[config.mk]
export PLATFORM = sky130hd
export DESIGN_NAME = exec_sequencer
export DESIGN_NICKNAME = d
export VERILOG_FILES = /design/src/rtl/exec_sequencer.sv
export SDC_FILE = /design/constraint.sdc
export NUM_CORES = 1
export LEC_CHECK = 0
export CAP_MARGIN = 20
export CORE_ASPECT_RATIO = 0.5
export CORE_MARGIN = 1
export CORE_UTILIZATION = 54
export DETAILED_ROUTE_END_ITERATION = 12
export PLACE_DENSITY = 0.94
export SETUP_SLACK_MARGIN = 0.2
export SLEW_MARGIN = 20
export SYNTH_ARGS = -nofsm -noshare
export SYNTH_HDL_FRONTEND = slang
export SYNTH_SLANG_ARGS = --single-unit
[constraint.sdc]
create_clock -name clk -period 6.1 [get_ports clk]
set_input_delay 1.525 -clock clk [delete_from_list [all_inputs] [get_ports clk]]
set_output_delay 1.525 -clock clk [all_outputs]
set_load 0.05 [all_outputs]
[src/rtl/exec_sequencer.sv]
// exec_sequencer: multi-cycle control FSM for the Cirno core.
// Walks each instruction through IF/DC/CLS/OF/ALU/RM/WM/RS by instruction class,
// emits one-cycle Moore strobes, counts retired instructions and stops in HALT.
module exec_sequencer #(
  parameter int MEM_RD_LAT = 1,
  parameter int CNT_W      = 16
) (
  input  logic             clk,
  input  logic             init_n,
  input  logic             start,
  input  logic [2:0]       inst_type,
  input  logic             halt,
  output logic             fetch_unit_en,
  output logic             decoder_en,
  output logic             reg_r_en,
  output logic             alu_en,
  output logic             memory_r_en,
  output logic             memory_w_en,
  output logic             reg_w_en,
  output logic             reg_mem_w_en,
  output logic             busy,
  output logic             done,
  output logic             illegal,
  output logic [CNT_W-1:0] retired
);

  localparam logic [3:0] S_IDLE = 4'd0;
  localparam logic [3:0] S_IF   = 4'd1;
  localparam logic [3:0] S_DC   = 4'd2;
  localparam logic [3:0] S_CLS  = 4'd3;
  localparam logic [3:0] S_OF   = 4'd4;
  localparam logic [3:0] S_ALU  = 4'd5;
  localparam logic [3:0] S_RM   = 4'd6;
  localparam logic [3:0] S_WM   = 4'd7;
  localparam logic [3:0] S_RS   = 4'd8;
  localparam logic [3:0] S_HALT = 4'd9;

  localparam logic [2:0] T_ALU  = 3'd1;
  localparam logic [2:0] T_MOV  = 3'd3;
  localparam logic [2:0] T_JMP  = 3'd4;
  localparam logic [2:0] T_ST   = 3'd5;
  localparam logic [2:0] T_LD   = 3'd6;

  // Counter reload value: RM is held MEM_RD_LAT cycles, leaving when the count hits 0.
  localparam logic [2:0] RM_LOAD = 3'(MEM_RD_LAT - 1);

  logic [3:0] state;
  logic [3:0] state_nxt;
  logic [2:0] typ;
  logic [2:0] rm_cnt;
  logic       retire;
  logic       cls_illegal;

  // Illegal classes 0 and 7 are flagged only when actually executed (not halted).
  assign cls_illegal = (state == S_CLS) && !halt &&
                       ((inst_type == 3'd0) || (inst_type == 3'd7));

  // IF is only reached from IDLE or from the last state of an instruction.
  assign retire = (state_nxt == S_IF) && (state != S_IDLE);

  // Next-state decode; after CLS only the latched class steers the sequence.
  always_comb begin
    state_nxt = state;
    case (state)
      S_IDLE: if (start) state_nxt = S_IF;
      S_IF:   state_nxt = S_DC;
      S_DC:   state_nxt = S_CLS;
      S_CLS: begin
        if (halt) begin
          state_nxt = S_HALT;
        end else begin
          case (inst_type)
            T_ALU, T_JMP, T_ST, T_LD: state_nxt = S_OF;
            T_MOV:                    state_nxt = S_RS;
            default:                  state_nxt = S_IF;
          endcase
        end
      end
      S_OF: begin
        case (typ)
          T_ALU:   state_nxt = S_ALU;
          T_ST:    state_nxt = S_WM;
          T_LD:    state_nxt = S_RM;
          default: state_nxt = S_IF;
        endcase
      end
      S_ALU:  state_nxt = S_RS;
      S_RM:   if (rm_cnt == 3'd0) state_nxt = S_RS;
      S_WM:   state_nxt = S_IF;
      S_RS:   state_nxt = S_IF;
      S_HALT: state_nxt = S_HALT;
      default: state_nxt = S_IDLE;
    endcase
  end

  // State register.
  always_ff @(posedge clk or negedge init_n) begin
    if (!init_n) state <= S_IDLE;
    else         state <= state_nxt;
  end

  // Latch the decoder class in CLS so later input changes cannot alter the walk.
  always_ff @(posedge clk or negedge init_n) begin
    if (!init_n)              typ <= 3'd0;
    else if (state == S_CLS)  typ <= inst_type;
  end

  // RM wait counter: load on entry from OF, count down while in RM.
  always_ff @(posedge clk or negedge init_n) begin
    if (!init_n)                                     rm_cnt <= 3'd0;
    else if ((state == S_OF) && (state_nxt == S_RM)) rm_cnt <= RM_LOAD;
    else if ((state == S_RM) && (rm_cnt != 3'd0))    rm_cnt <= rm_cnt - 3'd1;
  end

  // Sticky illegal-class flag.
  always_ff @(posedge clk or negedge init_n) begin
    if (!init_n)          illegal <= 1'b0;
    else if (cls_illegal) illegal <= 1'b1;
  end

  // Retired-instruction counter, wraps silently.
  always_ff @(posedge clk or negedge init_n) begin
    if (!init_n)     retired <= '0;
    else if (retire) retired <= retired + 1'b1;
  end

  // Moore strobes: pure decode of registered state (RS split by latched class).
  assign fetch_unit_en = (state == S_IF);
  assign decoder_en    = (state == S_DC);
  assign reg_r_en      = (state == S_OF);
  assign alu_en        = (state == S_ALU);
  assign memory_r_en   = (state == S_RM);
  assign memory_w_en   = (state == S_WM);
  assign reg_w_en      = (state == S_RS) && (typ != T_LD);
  assign reg_mem_w_en  = (state == S_RS) && (typ == T_LD);
  assign busy          = (state != S_IDLE) && (state != S_HALT);
  assign done          = (state == S_HALT);

endmodule

==> impl_metrics.toml, run 1 <==
[cells_and_area]
final_cell_mix = "33 x clkdlybuf4s50_1, 27 x dfrtp_1, 17 x xor2_1"
multi_input_area_um2 = 870
fin_nets = 208
final_common_cell = "clkdlybuf4s50_1"
seq_area_um2 = 676
final_cells = 234
num_antenna_cells = 0
fillCellCount = 185
area_growth_pct = 23.4
drive_gt1_share_pct = 6.60

[timing]
fmax_ghz = 0.257
finalCritPeriodShare_pct = 63.7
tightestPinTransition_ns = 0.804
drv_slew = 0
setup_violations = 0
fin_ws_ns = 2.21
fin_crit_ns = 3.89
hold_slack_ns = 0.481
fin_tns_setup_ns = 0
max_slew_margin_pct = 46.0
rsz0062_at_grt = "no"
hold_viol_final = 0
clock-skew-final_ns = 0.00625

[floorplanning]
ios = 34
coreArea_um2 = 2720
start_util_pct = 59.6
die_width_um = 79.4
die_area_um2 = 3230
fp.dieH_um = 40.7
rows = 13

[placement]
pre_cts_ws_ns = 2.14
io_buffers = 33
dp_cells = 230
dp_hpwl_mm = 2.38
gp_congestion = 0.836

[run_status]
status = "complete, no violations"

[pwr]
clkPwrFrac_pct = 11.0
seqPwrFrac_pct = 34.1
power_uw = 906
p_leak_nw = 0.877
power.density_nw_per_um2 = 454
internal_power_uw = 463
combPwrFrac_pct = 54.9
netSwitchingPower_uw = 442
swShare_pct = 48.8
ir_drop_v = 0.000289

[routing]
drt-initial-drc-count = 68
drt_wl_total_mm = 3.36
first_pass_iters = 4
wl_per_cell_um = 14.3
postRouteAntennaNets = 0
vias_per_cell = 5.76
drc = 0
vias = 1347

[clock_network]
cts_hold_buf = 0
post_cts_buffers = 0
cts_tree = "done"
cts_made_buffers = 3
clock_sinks = 27
clock_latency_ns = 0.27
clk_pin_slew_ns = 0.09
cts.path.max_buffers = 2
root_buffer = "clkbuf_8"
h-tree-depth = 1
ctsResizeCount = 0

[worst_setup_path]
reg2reg_slack_ns = 3.27
path_class = "reg2out"
cp.arrival_ns = 2.36
cp-end-kind = "output port"
path_max_fanout = 19
crit_path_start_kind = "flip-flop"
required_ns = 4.58

[job]
cap_violations = 0

[global_route]
grt_pass1_vias = 1193
grt.total_usage_pct = 22.9
grt_overflow = 0
grt_first_pass_wirelength_mm = 5.55
grt_max_degree = 28
antenna_found_initial = 0

[hold_path]
hold_class = "reg2reg"

[logic_synthesis]
ys_dominant_reg_cell = "dfrtp_1"
syn_nets = 177
ys_types = 41
ys_async_sr_fraction_pct = 100
synth_edf_count = 0
synth_top_area_share_pct = 41.8
syn_avg_cell_area_um2 = 9.69
syn_inst = 167
ys_ff_latch = 27
yosysTopAreaCell = "dfrtp_1"
syn-cell-area_um2 = 1620
yosysWarnings = 0
synth_area_leaders = "dfrtp_1 42%, xor2_1 9.2%, nor4_1 4.6%"
seq_area_frac_synth_pct = 41.8
-- worst max-delay path, stage by stage, from the launching register on --
cell             delay, ns
dfrtp_1               0.72
nand2b_1              0.29
nor2_1                0.24
clkdlybuf4s50_1       0.83
-- cell type report --
cell class | count | area share, %
Timing Repair Buffer | 34 | 16.9
Clock buffer | 4 | 2.26
Sequential cell | 27 | 33.8
Multi-Input combinational cell | 126 | 43.5
Inverter | 6 | 1.13
Tap cell | 37 | 2.32
-- layer usage --
| metal | vias to the layer above | track usage [%] | routed length [µm] | share of wire (%) |
|---|---|---|---|---|
| li1 | 657 | - | - | - |
| met1 | 637 | 29.9 | 1570 | 47 |
| met2 | 49 | 40.9 | 1580 | 47 |
| met3 | 4 | 4.67 | 182 | 5.4 |
| met4 | 0 | 5.00 | 21 | 0.63 |
| met5 | - | 0 | 0 | 0 |
-- synth_stat cells, types with 3 or more instances --
library cell and count:
nand2_1 11, mux2_2 3, nand4_1 4, o21ai_0 4, nand3_1 4, dfrtp_1 27
nor4_1 12, and3_1 3, xor2_1 17, nand2b_1 9, nor3_1 10, buf_2 4
inv_1 6, ha_1 3, nor2_1 15
-- logic make-up after synthesis --
family	share of synthesized area, %
compound gates	9.98
xor+xnor	10.3
fa+ha+maj	2.32
buf+inv	4.49
flops	41.8
mux	3.63
simple gates	27.5
-- metrics by stage --
| stage | cell area (µm²) | util [%] |
|---|---|---|
| 2_1_floorplan | 1620 | - |
| 3_3_place_gp | 1950 | 71.9 |
| 3_5_place_dp | 1950 | 71.9 |
| 4_1_cts | 2000 | 73.5 |
| 5_1_grt | 2000 | 73.5 |
| 6_report | 2000 | 73.5 |
-- flip-flops by register name, summed over array words and instances (netlist names) --
| signal | cells |
|---|---|
| retired | 16 |
| state | 4 |
| rm_cnt | 3 |
| typ | 3 |
| illegal | 1 |
-- path summary, 6_finish.rpt --
| path | startpoint | endpoint | depth (start not counted) |
|---|---|---|---|
| max in group asynchronous | init_n | retired[1]$_DFFE_PN0P_ | 2 |
| max reg2reg | state[2]$_DFF_PN0_ | retired[1]$_DFFE_PN0P_ | 5 |
| min in group asynchronous | init_n | rm_cnt[0]$_DFFE_PN0P_ | 2 |
| min reg2reg | retired[15]$_DFFE_PN0P_ | retired[15]$_DFFE_PN0P_ | 1 |
| min | retired[15]$_DFFE_PN0P_ | retired[15]$_DFFE_PN0P_ | 1 |
| max | state[2]$_DFF_PN0_ | reg_r_en | 3 |
-- power groups by stage --
stage / Combinational (mW) / Clock, mW / Sequential, mW
floorplan: 0.372 / 0 / 0.326
global placement: 0.483 / 0 / 0.309
detailed placement: 0.495 / 0 / 0.311
CTS: 0.498 / 0.103 / 0.307
global route: 0.537 / 0.109 / 0.320
finish: 0.498 / 0.0995 / 0.309
No activity file was read; power rests on OpenSTA's default activity.
==> inputs of run 2 (changes only) <==
--- a/config.mk
+++ b/config.mk
@@ -8,9 +8,9 @@
 export CAP_MARGIN = 20
 export CORE_ASPECT_RATIO = 0.5
 export CORE_MARGIN = 1
-export CORE_UTILIZATION = 54
+export CORE_UTILIZATION = 50
 export DETAILED_ROUTE_END_ITERATION = 12
-export PLACE_DENSITY = 0.94
+export PLACE_DENSITY = 0.88
 export SETUP_SLACK_MARGIN = 0.2
 export SLEW_MARGIN = 20
 export SYNTH_ARGS = -nofsm -noshare
==> constraint.sdc (replaced) <==
create_clock -name clk -period 3.75 [get_ports clk]
set_input_delay 0.9375 -clock clk [delete_from_list [all_inputs] [get_ports clk]]
set_output_delay 0.9375 -clock clk [all_outputs]
set_load 0.05 [all_outputs]
==> run 2 against run 1 <==
Compared with the run above:
- combinational power grew 74%
- via count shrank 0.30%
- highest routed layer unchanged
- final area grew 1.7%
- largest power group unchanged
- sequential power grew 60%
==> impl_metrics.toml, run 2 (synthesized netlist as in run 1, its figures left out) <==
[run_status]
status = "complete, no violations"

[clock_network]
cts.path.max_buffers = 2
cts_tree = "done"
clock_sinks = 27
cts_made_buffers = 3
post_cts_buffers = 0
h-tree-depth = 1
ctsResizeCount = 0
root_buffer = "clkbuf_8"
clk_pin_slew_ns = 0.09
cts_hold_buf = 0
clock_latency_ns = 0.28

[routing]
vias_per_cell = 5.57
wl_per_cell_um = 14.0
drc = 0
vias = 1343
drt-initial-drc-count = 114
drt_wl_total_mm = 3.38
first_pass_iters = 4
postRouteAntennaNets = 0

[worst_setup_path]
crit_path_start_kind = "flip-flop"
crit_path_top_delay_cell = "clkdlybuf4s50_1"
cp.arrival_ns = 2.25
slowest_delay_ns = 0.84
path_class = "reg2out"
cp-end-kind = "output port"
crit_chain = "nand2b_1 > nor2_1 > clkdlybuf4s50_1"
required_ns = 2.81
path_max_fanout = 13

[floorplanning]
fp.dieH_um = 42.2
die_area_um2 = 3480
die_width_um = 82.4
rows = 14
coreArea_um2 = 3050
start_util_pct = 53.1
ios = 34

[placement]
pre_cts_ws_ns = 0.569
dp_cells = 237
placed_area_um2 = 1990
dp_hpwl_mm = 2.45
gp_congestion = 0.816
io_buffers = 33

[global_route]
grt_max_degree = 28
grt.total_usage_pct = 21.7
grt_overflow = 0
antenna_found_initial = 0
grt_pass1_vias = 1234
grt_first_pass_wirelength_mm = 5.69

[cells_and_area]
final_cell_mix = "33 x clkdlybuf4s50_1, 27 x dfrtp_1, 17 x xor2_1"
fin_nets = 212
num_antenna_cells = 0
drive_gt1_share_pct = 8.46
final_cells = 241
final_common_cell = "clkdlybuf4s50_1"
area_growth_pct = 25.5
largest_register = "retired"
largest_reg_flops = 16
final_area_um2 = 2030
fillCellCount = 233
largestRegisters = "retired x16, state x4"

[pwr]
p_leak_nw = 0.897
power_mw = 1.53
power.density_nw_per_um2 = 752
ir_drop_v = 0.000455

[timing]
fmax_ghz = 0.314
tightestPinTransition_ns = 0.730
finalCritPeriodShare_pct = 84.9
fin_crit_ns = 3.18
rsz0062_at_grt = "no"
clock-skew-final_ns = 0.00443
fin_tns_setup_ns = 0
setup_violations = 0
drv_slew = 0
hold_viol_final = 0
max_slew_margin_pct = 51.0
fin_ws_ns = 0.566

[hold_path]
hold_class = "reg2reg"

[job]
cap_violations = 0
[run 2: cell types whose count changed in the layout (fill, tap and decap cells not counted), sizes merged]
cell | before | now
buf | 1 | 5
[run 2: cell type report]
| cell class | count | area [µm²] | area share [%] |
|---|---|---|---|
| flip-flops and latches | 27 | 676 | 33.3 |
| inverters | 6 | 22.5 | 1.11 |
| repair buffers | 38 | 368 | 18.1 |
| clock buffers | 4 | 45.0 | 2.22 |
| multi-input cells | 126 | 870 | 42.8 |
| well taps | 40 | 50.0 | 2.46 |
[run 2: layer usage]
layer | share of wire [%] | up-vias | global-route usage [%]
met4 | 0.83 | 0 | 4.21
met3 | 4.5 | 4 | 3.91
met1 | 48 | 648 | 31.5
met2 | 46 | 36 | 34.2
met5 | 0 | - | 0
li1 | - | 655 | -
[run 2: power breakdown]
part / switching, mW / internal [mW] / leakage, nW
logic: 0.519 / 0.348 / 0.533
registers: 0.122 / 0.371 / 0.341
clock network: 0.0913 / 0.0763 / 0.0228
[run 2: worst paths after layout]
kind,slack (ns),startpoint,end,depth (start not counted)
worst min register to register,0.47,retired[15]$_DFFE_PN0P_,retired[15]$_DFFE_PN0P_,1
worst max-delay path,0.57,state[3]$_DFF_PN0_,reg_r_en,3
worst min-delay path,0.47,retired[15]$_DFFE_PN0P_,retired[15]$_DFFE_PN0P_,1
min in group asynchronous,1.02,init_n,state[3]$_DFF_PN0_,2
worst max register to register,1.14,state[3]$_DFF_PN0_,retired[1]$_DFFE_PN0P_,5
max in group asynchronous,2.47,init_n,retired[5]$_DFFE_PN0P_,2
[run 2: per-stage QoR]
| stage | utilization, % | hold WS [ns] |
|---|---|---|
| after CTS | 66.6 | 0.474 |
| after detailed placement | 65.1 | 0.457 |
| after global placement | 65.1 | 0.450 |
| after floorplan | - | 0.505 |
| after global routing | 66.6 | 0.497 |
| final | 66.6 | 0.468 |
[run 2: worst max-delay path, delay by kind of cell, from the launching register on]
family	cells	cell delay (ns)
buf+inv	1	0.84
flops	1	0.55
simple gates	2	0.58
==> inputs of run 3 (changes only) <==
--- a/config.mk
+++ b/config.mk
@@ -8,9 +8,9 @@
 export CAP_MARGIN = 20
 export CORE_ASPECT_RATIO = 0.5
 export CORE_MARGIN = 1
-export CORE_UTILIZATION = 50
+export CORE_UTILIZATION = 46
 export DETAILED_ROUTE_END_ITERATION = 12
-export PLACE_DENSITY = 0.88
+export PLACE_DENSITY = 0.86
 export SETUP_SLACK_MARGIN = 0.2
 export SLEW_MARGIN = 20
 export SYNTH_ARGS = -nofsm -noshare
==> constraint.sdc (replaced) <==
create_clock -name clk -period 2.7 [get_ports clk]
set_input_delay 0.675 -clock clk [delete_from_list [all_inputs] [get_ports clk]]
set_output_delay 0.675 -clock clk [all_outputs]
set_load 0.05 [all_outputs]
==> run 3 against run 2 <==
Compared with the run above:
- sequential power rose by 31%
- die area rose by 8.4%
- global-route usage down 0.056 points
- worst hold slack improved by 0.0037 ns
- register-to-register slack got worse by 0.73 ns
- clock power up 41%
- flip-flop and latch count unchanged
- routed wire length up 9.3%
- critical path depth increased by 4
- largest cell class unchanged
- utilization decreased by 0.84 points
- clock-buffer cell count decreased by 1
==> impl_metrics.toml, run 3 (synthesized netlist as in run 1, its figures left out) <==
[run_status]
status = "complete, no violations"

[worst_setup_path]
worst-path-buf-inv = 2
required_ns = 2.85
path_class = "in2reg"
rr_endpoint = "retired[4]$_DFFE_PN0P_"
reg2reg_slack_ns = 0.41
cp.arrival_ns = 2.56
reg2reg_from = "state[0]$_DFF_PN0_"
crit_path_top_delay_cell = "or4_4"
path_delay_family = "simple AND/OR/NAND/NOR gates"
path_max_fanout = 9
slowest_delay_ns = 0.49
cp-end-kind = "flip-flop"
crit_chain = "clkdlybuf4s50_1 > and3_1 > or4_4 > a211oi_4 > buf_4 > nor4_1 > xor2_1"
crit_path_start_kind = "input port"
reg2reg_depth = 7

[floorplanning]
ios = 34
die_width_um = 85.9
start_util_pct = 51.0
fp.dieH_um = 43.9
rows = 14
die_area_um2 = 3770
coreArea_um2 = 3170

[routing]
vias_per_cell = 5.39
drt-initial-drc-count = 49
drc = 0
drt_wl_total_mm = 3.69
first_pass_iters = 4
postRouteAntennaNets = 0
wl_per_cell_um = 14.4
vias = 1386

[cells_and_area]
seq_area_um2 = 676
final_cells = 257
largest_reg_flops = 16
drive_gt1_share_pct = 17.7
largestRegisters = "retired x16, state x4"
final_area_um2 = 2090
fin_nets = 220
largest_register = "retired"
final_common_cell = "dfrtp_1"
final_cell_mix = "27 x dfrtp_1, 23 x clkdlybuf4s50_1, 22 x buf_4"
num_antenna_cells = 0
area_growth_pct = 28.9
fin_util_pct = 65.8
fillCellCount = 247
multi_input_area_um2 = 877

[global_route]
antenna_found_initial = 0
grt_first_pass_wirelength_mm = 6.18
grt_overflow = 0
grt_max_degree = 28
grt.total_usage_pct = 21.7
grt_pass1_vias = 1280

[pwr]
swShare_pct = 48.6
internal_power_mw = 1.12
power.density_nw_per_um2 = 1050
ir_drop_v = 0.000462
netSwitchingPower_mw = 1.06
seqPwrFrac_pct = 29.5
p_leak_nw = 0.953
combPwrFrac_pct = 59.7
clkPwrFrac_pct = 10.8

[clock_network]
clock_sinks = 27
post_cts_buffers = 0
cts.path.max_buffers = 2
clock_latency_ns = 0.28
cts_made_buffers = 3
cts_tree = "done"
h-tree-depth = 1
root_buffer = "clkbuf_8"
clk_pin_slew_ns = 0.10

[timing]
finalCritPeriodShare_pct = 89.5
fin_crit_ns = 2.42
setup_violations = 0
fmax_ghz = 0.414
clock-skew-final_ns = 0.00684
hold_viol_final = 0
tightestPinTransition_ns = 0.503
max_slew_margin_pct = 66.4
rsz0062_at_grt = "no"
fin_tns_setup_ns = 0
drv_slew = 0

[placement]
gp_congestion = 0.828
dp_cells = 253
dp_hpwl_mm = 2.65
placed_area_um2 = 2030
io_buffers = 33

[hold_path]
min_from = "retired[15]$_DFFE_PN0P_"
worstHoldEndpoint = "retired[15]$_DFFE_PN0P_"
hold_class = "reg2reg"
worstHoldPathCells = 1

[job]
cap_violations = 0
run 3: cell types whose count changed in the layout (fill, tap and decap cells not counted), sizes merged:
cell	previous run	this run
clkinv	0	1
dlygate4sd2	0	1
clkdlybuf4s50	33	23
clkbuf	4	3
buf	5	22
run 3: timing repair:
item	in CTS	in global routing
setup endpoints to repair	1	4
hold buffers	0	0
gates resized for setup	1	2
run 3: how the worst max path moves through the flow:
| stage | start | end | slack (ns) | cells after the start |
|---|---|---|---|---|
| floorplan | state[1]$_DFF_PN0_ | fetch_unit_en | 0.21 | 3 |
| global placement | inst_type[0] | retired[13]$_DFFE_PN0P_ | 0.06 | 7 |
| detailed placement | inst_type[2] | retired[4]$_DFFE_PN0P_ | -0.007 | 7 |
| CTS | inst_type[2] | retired[4]$_DFFE_PN0P_ | 0.30 | 7 |
| global route | inst_type[0] | retired[4]$_DFFE_PN0P_ | 0.23 | 7 |
| finish | inst_type[2] | retired[4]$_DFFE_PN0P_ | 0.28 | 7 |
run 3: per-stage QoR:
stage               total power [mW]  worst slack, ns  hold slack (ns)
finish                          2.19            0.283            0.472
floorplan                       1.58            0.214            0.379
CTS                             2.17            0.299            0.475
global placement                1.90           0.0647            0.450
detailed placement              1.94         -0.00684            0.458
global route                    2.33            0.226            0.519
run 3: cell type report:
| class | instances | share of cell area [%] |
|---|---|---|
| multi-input combinational | 126 | 42.1 |
| timing repair buffer | 46 | 19.4 |
| clock inverter | 1 | 0.240 |
| inverter | 6 | 1.08 |
| tap | 48 | 2.88 |
| sequential | 27 | 32.4 |
| clock buffer | 3 | 1.98 |
run 3: power by group through the flow:
stage	combinational (mW)	clock (mW)	sequential, mW
final	1.30	0.237	0.645
after global routing	1.41	0.261	0.665
after CTS	1.29	0.241	0.641
after detailed placement	1.30	0	0.648
after global placement	1.26	0	0.641
after floorplan	0.841	0	0.738
run 3: per-layer routing:
| layer | vias up | global-route usage (%) | routed length, µm |
|---|---|---|---|
| li1 | 672 | - | - |
| met1 | 679 | 29.6 | 1850 |
| met2 | 31 | 34.6 | 1660 |
| met3 | 4 | 5.14 | 140 |
| met4 | 0 | 7.00 | 43 |
| met5 | - | 0 | 0 |
==> edit: new RTL, settings of run 2 <==
Register the output `retired` once more, cleared by the reset; this adds one clock of latency there. The other outputs are not delayed to match. Comments in the files are not updated.
--- a/src/rtl/exec_sequencer.sv
+++ b/src/rtl/exec_sequencer.sv
@@ -43,6 +43,8 @@
 
   // Counter reload value: RM is held MEM_RD_LAT cycles, leaving when the count hits 0.
   localparam logic [2:0] RM_LOAD = 3'(MEM_RD_LAT - 1);
+
+  logic [CNT_W-1:0] retired_s0;
 
   logic [3:0] state;
   logic [3:0] state_nxt;
@@ -120,8 +122,8 @@
 
   // Retired-instruction counter, wraps silently.
   always_ff @(posedge clk or negedge init_n) begin
-    if (!init_n)     retired <= '0;
-    else if (retire) retired <= retired + 1'b1;
+    if (!init_n)     retired_s0 <= '0;
+    else if (retire) retired_s0 <= retired_s0 + 1'b1;
   end
 
   // Moore strobes: pure decode of registered state (RS split by latched class).
@@ -136,5 +138,13 @@
   assign busy          = (state != S_IDLE) && (state != S_HALT);
   assign done          = (state == S_HALT);
 
+  always_ff @(posedge clk or negedge init_n) begin
+    if (!init_n) begin
+      retired <= '0;
+    end else begin
+      retired <= retired_s0;
+    end
+  end
+
 endmodule
 
Formal check against the unedited RTL: not equivalent (Yosys sat finds a counterexample within 10 cycles, from zero or initial values).
==> edit against run 2 <==
- fmax decreased by 0.54%
- critical path depth unchanged
- final area increased by 16%
- critical path type unchanged
- synthesized area increased by 19%
- sequential cell count increased by 16
- core utilization decreased by 0.84 points
- highest routed layer unchanged
- via count decreased by 2.4%
- global-route usage decreased by 2.2 points
- sequential share of layout area increased by 13 points
- non-clock buffer count decreased by 5
- setup slack got worse by 0.017 ns
- wire length increased by 7.5%
Power is not compared: it rests on default switching activity, and its combinational part moved more than twofold at a synthesized area within 25%.
==> edit: results (changes against run 2) <==
- Area share of the largest cell type after synthesis: 55.8% (+14 points)
- Total via count in the routed design: 1311 (-2.4%)
- Port Buffers: 33 (unchanged)
- Number of levels the H-tree was split into: 2 (+1)
- Sequential fraction of the synthesis area: 55.8% (+14 points)
- Class of the worst hold path: reg -> reg
- Top area cells in the synthesized netlist: sky130_fd_sc_hd__dfrtp_1 (56%), sky130_fd_sc_hd__xnor2_1 (6.8%), sky130_fd_sc_hd__and3_1 (2.6%), sky130_fd_sc_hd__nand3_2 (2.6%), sky130_fd_sc_hd__nor2_1 (2.1%)
- Number of cells on the worst reg-to-reg path: 6 (+1)
- Slowest cell on the critical path: sky130_fd_sc_hd__clkdlybuf4s50_1
- Data arrival time of the worst path: 2.26 ns
- Total routing resource utilization after global routing: 19.5% (-2.2 points)
- Layout cells sized above 1: 13.0% (+4.5 points)
- Met2 track demand over resource: 33.2% (-0.98 points)
- End point of the critical path: reg_w_en
- Final net count: 203 (-4.2%)
- Number of distinct library cell variants in the gate-level netlist after synthesis: 44 (+7.3%)
- Post-CTS Setup Bufs: 0 (unchanged)
- Insertion delay of the later-clocked pin in the worst-skew pair: 0.30 ns (+0.02 ns)
- Launching instance or port of the critical path: state[2]
- Pin count of the biggest net entering global routing: 44 (+57%)
- Antenna cells: 0 (unchanged)
- Crit-path max cell delay: 0.85 ns
- Hpwl dp: 2440 um (-0.38%)
- Cts bufs inserted: 5 (+2)
- Overflow left after global routing: 0 (unchanged)
- Routed len/inst: 14.9 um (+6.1%)
- Outcome: finished clean
- Number of remaining DRC errors: 0 (unchanged)
- Routing usage on met3: 5.17% (+1.3 points)
- Top cell types by occurrence after synthesis: sky130_fd_sc_hd__dfrtp_1 (43), sky130_fd_sc_hd__xnor2_1 (15), sky130_fd_sc_hd__nor2_1 (11)
- Flop2flop setup slack: 1.16 ns (+0.02 ns)
- Iter 0 DRT Violations: 69 (-39%)
- FFs w/ async S/R, synth: 100% (unchanged)
- Crit path max-delay family: buffers and inverters
- Wire length of the first global-routing pass: 6040 um (+6.1%)
- Vias in the first global route: 1306 (+5.8%)
- Yosys warning count: 0 (unchanged)
- Antenna violations before repair: 0 (unchanged)
- Number of nets produced by synthesis: 169 (-4.5%)
- Routability-driven placement congestion ratio: 0.831 (+1.8%)
- Clock-pin transition on the worst setup and hold timing paths: 0.07 ns (-0.02 ns)
- Peak ir drop on the vdd network: 0.000194 V
- GR met1 Demand/Resource: 24.5% (-7.0 points)
- R2R Path Start: state[3]
- Total of endpoints with negative setup slack in the final report: 0 (unchanged)
- Largest registers in the final layout: retired x16, retired_s0 x16, state x4
- Post-CTS sizing: 0 (unchanged)
- Clk buf depth: 2 (unchanged)
- Worst-case clock skew: 0.00636 ns (+0.00193 ns)
- Pin slew with the least headroom to its limit: 0.920 ns (+0.190 ns)
- CP Max Fanout: 14 (+1)
- CTS Root Buffer Type: sky130_fd_sc_hd__clkbuf_8
- Length of the first detailed-routing pass in iterations: 4 (unchanged)
- FF-to-FF End: retired_s0[15]
- Static leakage: 1.02 nW
## edit: changes by cell type in the layout (fill, tap and decap cells not counted), moves of 4 or more
cell	before	now
sky130_fd_sc_hd__nand3_2	0	5
sky130_fd_sc_hd__nand2_2	0	4
sky130_fd_sc_hd__and3_1	3	8
sky130_fd_sc_hd__nand2_1	11	4
sky130_fd_sc_hd__nor2_1	15	11
sky130_fd_sc_hd__nor3_1	10	4
sky130_fd_sc_hd__xor2_1	17	4
sky130_fd_sc_hd__dfrtp_1	27	43
sky130_fd_sc_hd__xnor2_1	2	15
sky130_fd_sc_hd__buf_4	5	0
sky130_fd_sc_hd__nand3_1	4	0
sky130_fd_sc_hd__nor4_1	12	2
## edit: where the power goes
part           total, mW  leakage (nW)  internal, mW  switching [mW]
clock              0.281        0.0440         0.127           0.154
sequential         0.463         0.564         0.463               0
combinational     0.0205         0.409       0.00663          0.0139
## edit: worst min-delay path by stage
stage / startpoint / to / slack [ns] / cells after the start
floorplan: retired_s0[15] / retired[15] / 0.37 / 0
global placement: retired_s0[15] / retired[15] / 0.39 / 0
detailed placement: retired_s0[15] / retired[15] / 0.39 / 0
CTS: retired_s0[15] / retired[15] / 0.41 / 0
global route: retired_s0[15] / retired[15] / 0.42 / 0
finish: retired_s0[15] / retired[15] / 0.41 / 0
## edit: cells by family (layout without fill, tap and decap cells)
kind of cell,count (synthesis),count (layout),synth area share (%)
AOI/OAI and AO/OA,19,19,7.52
DFF,43,43,55.8
buffers and inverters,9,43,3.44
xor gates and xnor gates,19,19,8.63
and+or+nand+nor,62,62,20.2
adders and majority gates,3,3,1.95
muxes,4,4,2.53
## edit: layout make-up
class / count / area [um^2]
flip-flops and latches: 43 / 1080
clock buffers: 5 / 68.8
repair buffers: 33 / 325
well taps: 51 / 63.8
inverters: 3 / 11.3
multi-input cells: 107 / 787
fillers: 284 / 1220
clock inverters: 2 / 13.8
## edit: metal layers
layer / wire length (um) / vias up
met2: 1710 / 32
met5: 0 / -
met4: 22 / 0
met1: 1740 / 648
met3: 150 / 2
li1: - / 629
## edit: per-stage QoR
stage	instance area (um^2)	total power [mW]	hold slack [ns]	setup slack, ns	std cells
2_1_floorplan	1930	0.476	0.373	0.387	159
3_3_place_gp	2260	0.492	0.390	0.653	237
3_5_place_dp	2260	0.493	0.391	0.476	237
4_1_cts	2350	0.776	0.412	0.561	244
5_1_grt	2350	0.797	0.424	0.359	244
6_report	2350	0.765	0.409	0.549	244
## edit: worst register-to-register path, delay by kind of cell (launching register included)
kind / cells / cell delay (ns)
DFF: 1 / 0.59
and+or+nand+nor: 3 / 1.29
AOI/OAI and AO/OA: 2 / 0.42
xor gates and xnor gates: 1 / 0.18
